[config.mk]
export PLATFORM = sky130hd
export DESIGN_NAME = if_stage
export DESIGN_NICKNAME = d
export VERILOG_FILES = /design/src/rtl/if_stage.sv
export SDC_FILE = /design/constraint.sdc
export NUM_CORES = 1
export LEC_CHECK = 0
export ABC_AREA = 1
export CAP_MARGIN = 20
export CORE_UTILIZATION = 40
export CTS_CLUSTER_DIAMETER = 100
export CTS_CLUSTER_SIZE = 24
export DETAILED_ROUTE_END_ITERATION = 8
export GPL_ROUTABILITY_DRIVEN = 0
export MAX_ROUTING_LAYER = met4
export PLACE_DENSITY = 0.75
export SYNTH_ARGS = -nofsm -noshare
export SYNTH_HDL_FRONTEND = slang
export SYNTH_SLANG_ARGS = --single-unit
[constraint.sdc]
create_clock -name clk -period 2.6 [get_ports clk]
set_input_delay 0.52 -clock clk [delete_from_list [all_inputs] [get_ports clk]]
set_output_delay 0.52 -clock clk [all_outputs]
set_load 0.02 [all_outputs]
[src/rtl/if_stage.sv]
// -----------------------------------------------------------------------------
// if_stage -- instruction-fetch stage of the MIPS pipeline.
//
// Owns the PC and keeps at most one request in flight to an instruction memory
// whose response latency varies. It holds the IF/ID pipeline register, stalls
// when the hazard unit asks, and follows branch/jump redirects.
//
// Ports:
//   clk            system clock; all state changes on the rising edge
//   reset          synchronous, active-high; beats every other input
//   stall          hazard unit request to hold IF/ID for this cycle
//   branch_taken   EX-resolved branch redirect (older, so it beats jump)
//   branch_target  branch destination; the low two bits are ignored
//   jump           ID-resolved jump redirect
//   jump_target    jump destination; the low two bits are ignored
//   imem_req       one-cycle request pulse to instruction memory
//   imem_addr      request address, always equal to the PC
//   imem_rvalid    response pulse, one per request, at least a cycle later
//   imem_rdata     instruction word, qualified by imem_rvalid
//   ifid_instr     IF/ID instruction (zero when the slot holds a bubble)
//   ifid_pc4       IF/ID PC+4 of the instruction in the slot
//   ifid_valid     IF/ID slot holds a real instruction
//   ifid_op        opcode field ifid_instr[31:26] for the control unit
//   fetch_count    number of instructions loaded into IF/ID (wraps)
// -----------------------------------------------------------------------------
module if_stage #(
    parameter logic [31:0] RESET_PC = 32'h0000_0000
) (
    input  logic        clk,
    input  logic        reset,
    input  logic        stall,
    input  logic        branch_taken,
    input  logic [31:0] branch_target,
    input  logic        jump,
    input  logic [31:0] jump_target,
    output logic        imem_req,
    output logic [31:0] imem_addr,
    input  logic        imem_rvalid,
    input  logic [31:0] imem_rdata,
    output logic [31:0] ifid_instr,
    output logic [31:0] ifid_pc4,
    output logic        ifid_valid,
    output logic [5:0]  ifid_op,
    output logic [31:0] fetch_count
);

    // ISSUE   : request goes out this cycle
    // WAIT    : response pending and still wanted
    // HOLD    : response arrived under stall and sits in the hold buffer
    // DISCARD : response pending but stale because of a redirect
    localparam logic [1:0] ST_ISSUE   = 2'd0;
    localparam logic [1:0] ST_WAIT    = 2'd1;
    localparam logic [1:0] ST_HOLD    = 2'd2;
    localparam logic [1:0] ST_DISCARD = 2'd3;

    logic [1:0]  state_reg, state_next;
    logic [31:0] pc_reg, pc_next;
    logic [31:0] hold_word_reg, hold_word_next;
    logic [31:0] ifid_instr_reg;
    logic [31:0] ifid_pc4_reg;
    logic        ifid_valid_reg;
    logic [31:0] fetch_count_reg;

    logic        redirect;
    logic [31:0] redirect_target;
    logic [31:0] pc_plus4;
    logic        deliver;
    logic [31:0] deliver_word;

    assign redirect        = branch_taken | jump;
    // Branch resolves in EX, so it belongs to an older instruction than an
    // ID-stage jump and takes precedence. Targets are forced word-aligned.
    assign redirect_target = (branch_taken ? branch_target : jump_target) & 32'hFFFF_FFFC;
    assign pc_plus4        = pc_reg + 32'd4;

    // Requests are suppressed during reset so the memory never sees a pulse
    // for a PC that is about to be overwritten.
    assign imem_req  = (state_reg == ST_ISSUE) && !reset;
    assign imem_addr = pc_reg;

    always_comb begin
        state_next     = state_reg;
        pc_next        = pc_reg;
        hold_word_next = hold_word_reg;
        deliver        = 1'b0;
        deliver_word   = hold_word_reg;

        case (state_reg)
            ST_ISSUE: begin
                if (redirect) begin
                    // The request just issued is for the old path.
                    pc_next    = redirect_target;
                    state_next = ST_DISCARD;
                end else begin
                    state_next = ST_WAIT;
                end
            end

            ST_WAIT: begin
                if (imem_rvalid) begin
                    if (redirect) begin
                        pc_next    = redirect_target;
                        state_next = ST_ISSUE;
                    end else if (stall) begin
                        hold_word_next = imem_rdata;
                        state_next     = ST_HOLD;
                    end else begin
                        deliver      = 1'b1;
                        deliver_word = imem_rdata;
                        pc_next      = pc_plus4;
                        state_next   = ST_ISSUE;
                    end
                end else if (redirect) begin
                    pc_next    = redirect_target;
                    state_next = ST_DISCARD;
                end
            end

            ST_HOLD: begin
                if (redirect) begin
                    pc_next    = redirect_target;
                    state_next = ST_ISSUE;
                end else if (!stall) begin
                    deliver    = 1'b1;
                    pc_next    = pc_plus4;
                    state_next = ST_ISSUE;
                end
            end

            default: begin // ST_DISCARD
                // A later redirect replaces an earlier one; the response
                // still has to be absorbed before a new request may go out.
                if (redirect) begin
                    pc_next = redirect_target;
                end
                if (imem_rvalid) begin
                    state_next = ST_ISSUE;
                end
            end
        endcase
    end

    always_ff @(posedge clk) begin
        if (reset) begin
            state_reg     <= ST_ISSUE;
            pc_reg        <= RESET_PC;
            hold_word_reg <= 32'd0;
        end else begin
            state_reg     <= state_next;
            pc_reg        <= pc_next;
            hold_word_reg <= hold_word_next;
        end
    end

    // IF/ID register: flush beats hold, hold beats load, otherwise bubble.
    // pc_reg is still the address of the delivered word in a deliver cycle.
    always_ff @(posedge clk) begin
        if (reset) begin
            ifid_instr_reg  <= 32'd0;
            ifid_pc4_reg    <= 32'd0;
            ifid_valid_reg  <= 1'b0;
            fetch_count_reg <= 32'd0;
        end else if (redirect) begin
            ifid_instr_reg <= 32'd0;
            ifid_valid_reg <= 1'b0;
        end else if (stall) begin
            ifid_instr_reg <= ifid_instr_reg;
        end else if (deliver) begin
            ifid_instr_reg  <= deliver_word;
            ifid_pc4_reg    <= pc_plus4;
            ifid_valid_reg  <= 1'b1;
            fetch_count_reg <= fetch_count_reg + 32'd1;
        end else begin
            ifid_instr_reg <= 32'd0;
            ifid_valid_reg <= 1'b0;
        end
    end

    assign ifid_instr  = ifid_instr_reg;
    assign ifid_pc4    = ifid_pc4_reg;
    assign ifid_valid  = ifid_valid_reg;
    assign ifid_op     = ifid_instr_reg[31:26];
    assign fetch_count = fetch_count_reg;

endmodule

==> results_dict.tcl <==
set metrics [dict create \
    totalNegativeSetupSlack_ns 0 \
    htree_levels 4 \
    cts.path.max_buffers 2 \
    critPathLaunchType "flop" \
    grt_use_total 0.2481 \
    cts_sinks 163 \
    comb_power_share 0.304 \
    rows 53 \
    hpwl_um 18870 \
    wirelength_um 26280 \
    slew_headroom 0.6220 \
    synth_common_cells "362 x nand2_1, 163 x dfxtp_1, 142 x a21oi_1" \
    start_util 0.4075 \
    synth_top_area_frac 0.3822 \
    postCtsResizedCells 0 \
    dp_slack_ns 0.1532 \
    hold_viol_final 0 \
    rsz0062_at_grt "false" \
    clock_skew_ns 0.01975 \
    p_per_area_nw_per_um2 679.3 \
    p_leak_nw 4.332 \
    ctsRootBufferMaster "clkbuf_16" \
    crit_path_end_kind "primary output" \
    max_freq_ghz 0.4259 \
    design.die.area_um2 21930 \
    viasPerCell 5.138 \
    drive_above_1_share 0.07636 \
    die_y_um 148.1 \
    antenna_found_initial 0 \
    hp-class "reg -> reg" \
    clock_latency_ns 0.43 \
    coreArea_um2 20960 \
    drv_cap 0 \
    cts_tree "done" \
    drtIter0Drc 618 \
    syn-cell-area_um2 8538 \
    clk_pin_slew_ns 0.07 \
    fin_ws_ns 0.2520 \
    vias 9084 \
    clkPwrFrac 0.319 \
    fin_crit_sh 0.9031 \
    synth_largest_area_cell "dfxtp_1" \
    diodes 0 \
    synth-seq-cells 163 \
    synthArstFlopShare 0 \
    drv_slew 0 \
    ant_nets 0 \
    worstMarginPinSlew_ns 0.5670 \
    synth.avg_cell_area_um2 6.723 \
    gr-total-overflow 0 \
    period_needed_ns 2.348 \
    crit_required_ns 2.08 \
    ir_drop_mv 0.4166 \
    power.internal_mw 5.081 \
    synth_cell_types 37 \
    synth-seq-area-share 0.3822 \
    fin_nets 1587 \
    die_x_um 148.1 \
    status "finished clean" \
    yosysWarningCount 0 \
    syn_nets 1377 \
    crit_arrival_ns 1.83 \
    switchingPower_mw 2.895 \
    p_seq_frac 0.378 \
    netSwitchingFraction 0.3629 \
    regToRegSetupSlack_ns 0.60 \
    port_buffers 233 \
    crit_type "reg -> out" \
    io_pins 238 \
    synth_ff_type "dfxtp_1" \
    drc_errors 0 \
    cts_made_buffers 17 \
    ctsHoldBuffers 0 \
    cts_setup_buffers 0 \
    synthesis.instances 1270 \
    synthToLayoutAreaGrowth_pct 37.52 \
    first_pass_iters 5 \
    grt_first_pass_wirelength_um 42000 \
    grt_max_degree 65 \
    first_global_vias 8194 \
    routedWlPerCell_um 14.87 \
    synth.area.top_cells "dfxtp_1 38%, nand2_1 16%, a21oi_1 8.3%" \
    critPathMaxFanout 4 \
    synth-edff-count 0 \
    synth.most_common_cell "nand2_1" \
    setup_viol 0 \
]
-- kinds of logic after synthesis --
kind of cell	Yosys count	synth area share
muxes	32	0.04220
xor gates and xnor gates	15	0.01539
buffers and inverters	196	0.09437
DFF	163	0.3822
and+or+nand+nor	584	0.2855
AOI/OAI and AO/OA	275	0.1731
adders and majority gates	5	0.007327
-- power groups by stage --
stage	logic [mW]	clock network, mW	registers (mW)
after floorplan	1.26	0	3.20
after global placement	2.35	0	3.06
after detailed placement	2.40	0	3.06
after CTS	2.41	2.58	3.01
after global routing	2.64	2.70	3.05
final	2.42	2.54	3.01
-- metal layers --
metal	track usage	up-vias	share of wire
met3	0.04785	28	0.071
met4	0.08093	0	0.017
met5	-	-	0
met2	0.3873	318	0.46
met1	0.3218	4178	0.45
li1	-	4560	-
-- worst paths after layout --
kind	to	depth (start not counted)	startpoint
worst max-delay path	imem_req	5	state_reg[0]
worst min-delay path	hold_word_reg[22]	2	hold_word_reg[22]
worst max register to register	imem_addr[26]	9	imem_addr[3]
worst min register to register	hold_word_reg[22]	2	hold_word_reg[22]
-- worst max-delay path, stage by stage, from the launching register on --
cell and delay, ns:
dfxtp_1 0.31, inv_1 0.09, ha_1 0.16, inv_1 0.08, nor2_1 0.14, clkdlybuf4s50_1 0.62
-- cell type report --
class,instances,area (µm²)
inverter,122,457.9
timing repair buffer,265,2610
tap,275,344.1
clock buffer,18,439.2
sequential,163,3263
multi-input combinational,911,4469
fill,1999,9214
clock inverter,14,157.7
-- per-stage QoR --
stage	cells	power, mW	area [µm²]	hold slack [ns]	util
2_1_floorplan	1270	4.454	8538	0.4202	-
3_3_place_gp	1736	5.411	11140	0.4263	0.5318
3_5_place_dp	1736	5.457	11140	0.4349	0.5318
4_1_cts	1768	7.999	11740	0.4462	0.5603
5_1_grt	1768	8.392	11740	0.4604	0.5603
6_report	1768	7.976	11740	0.4451	0.5603
-- layout by cell type, fill, tap and decap left out, drive strengths merged, types with 18 or more instances in the layout --
master / count
clkdlybuf4s50: 233
inv: 130
nand3: 72
o21ai: 93
nor2: 114
nand2: 367
mux2: 32
a21oi: 142
buf: 32
dfxtp: 163
o211ai: 27
clkbuf: 18
Note: power is estimated with default switching activity, not from simulation.
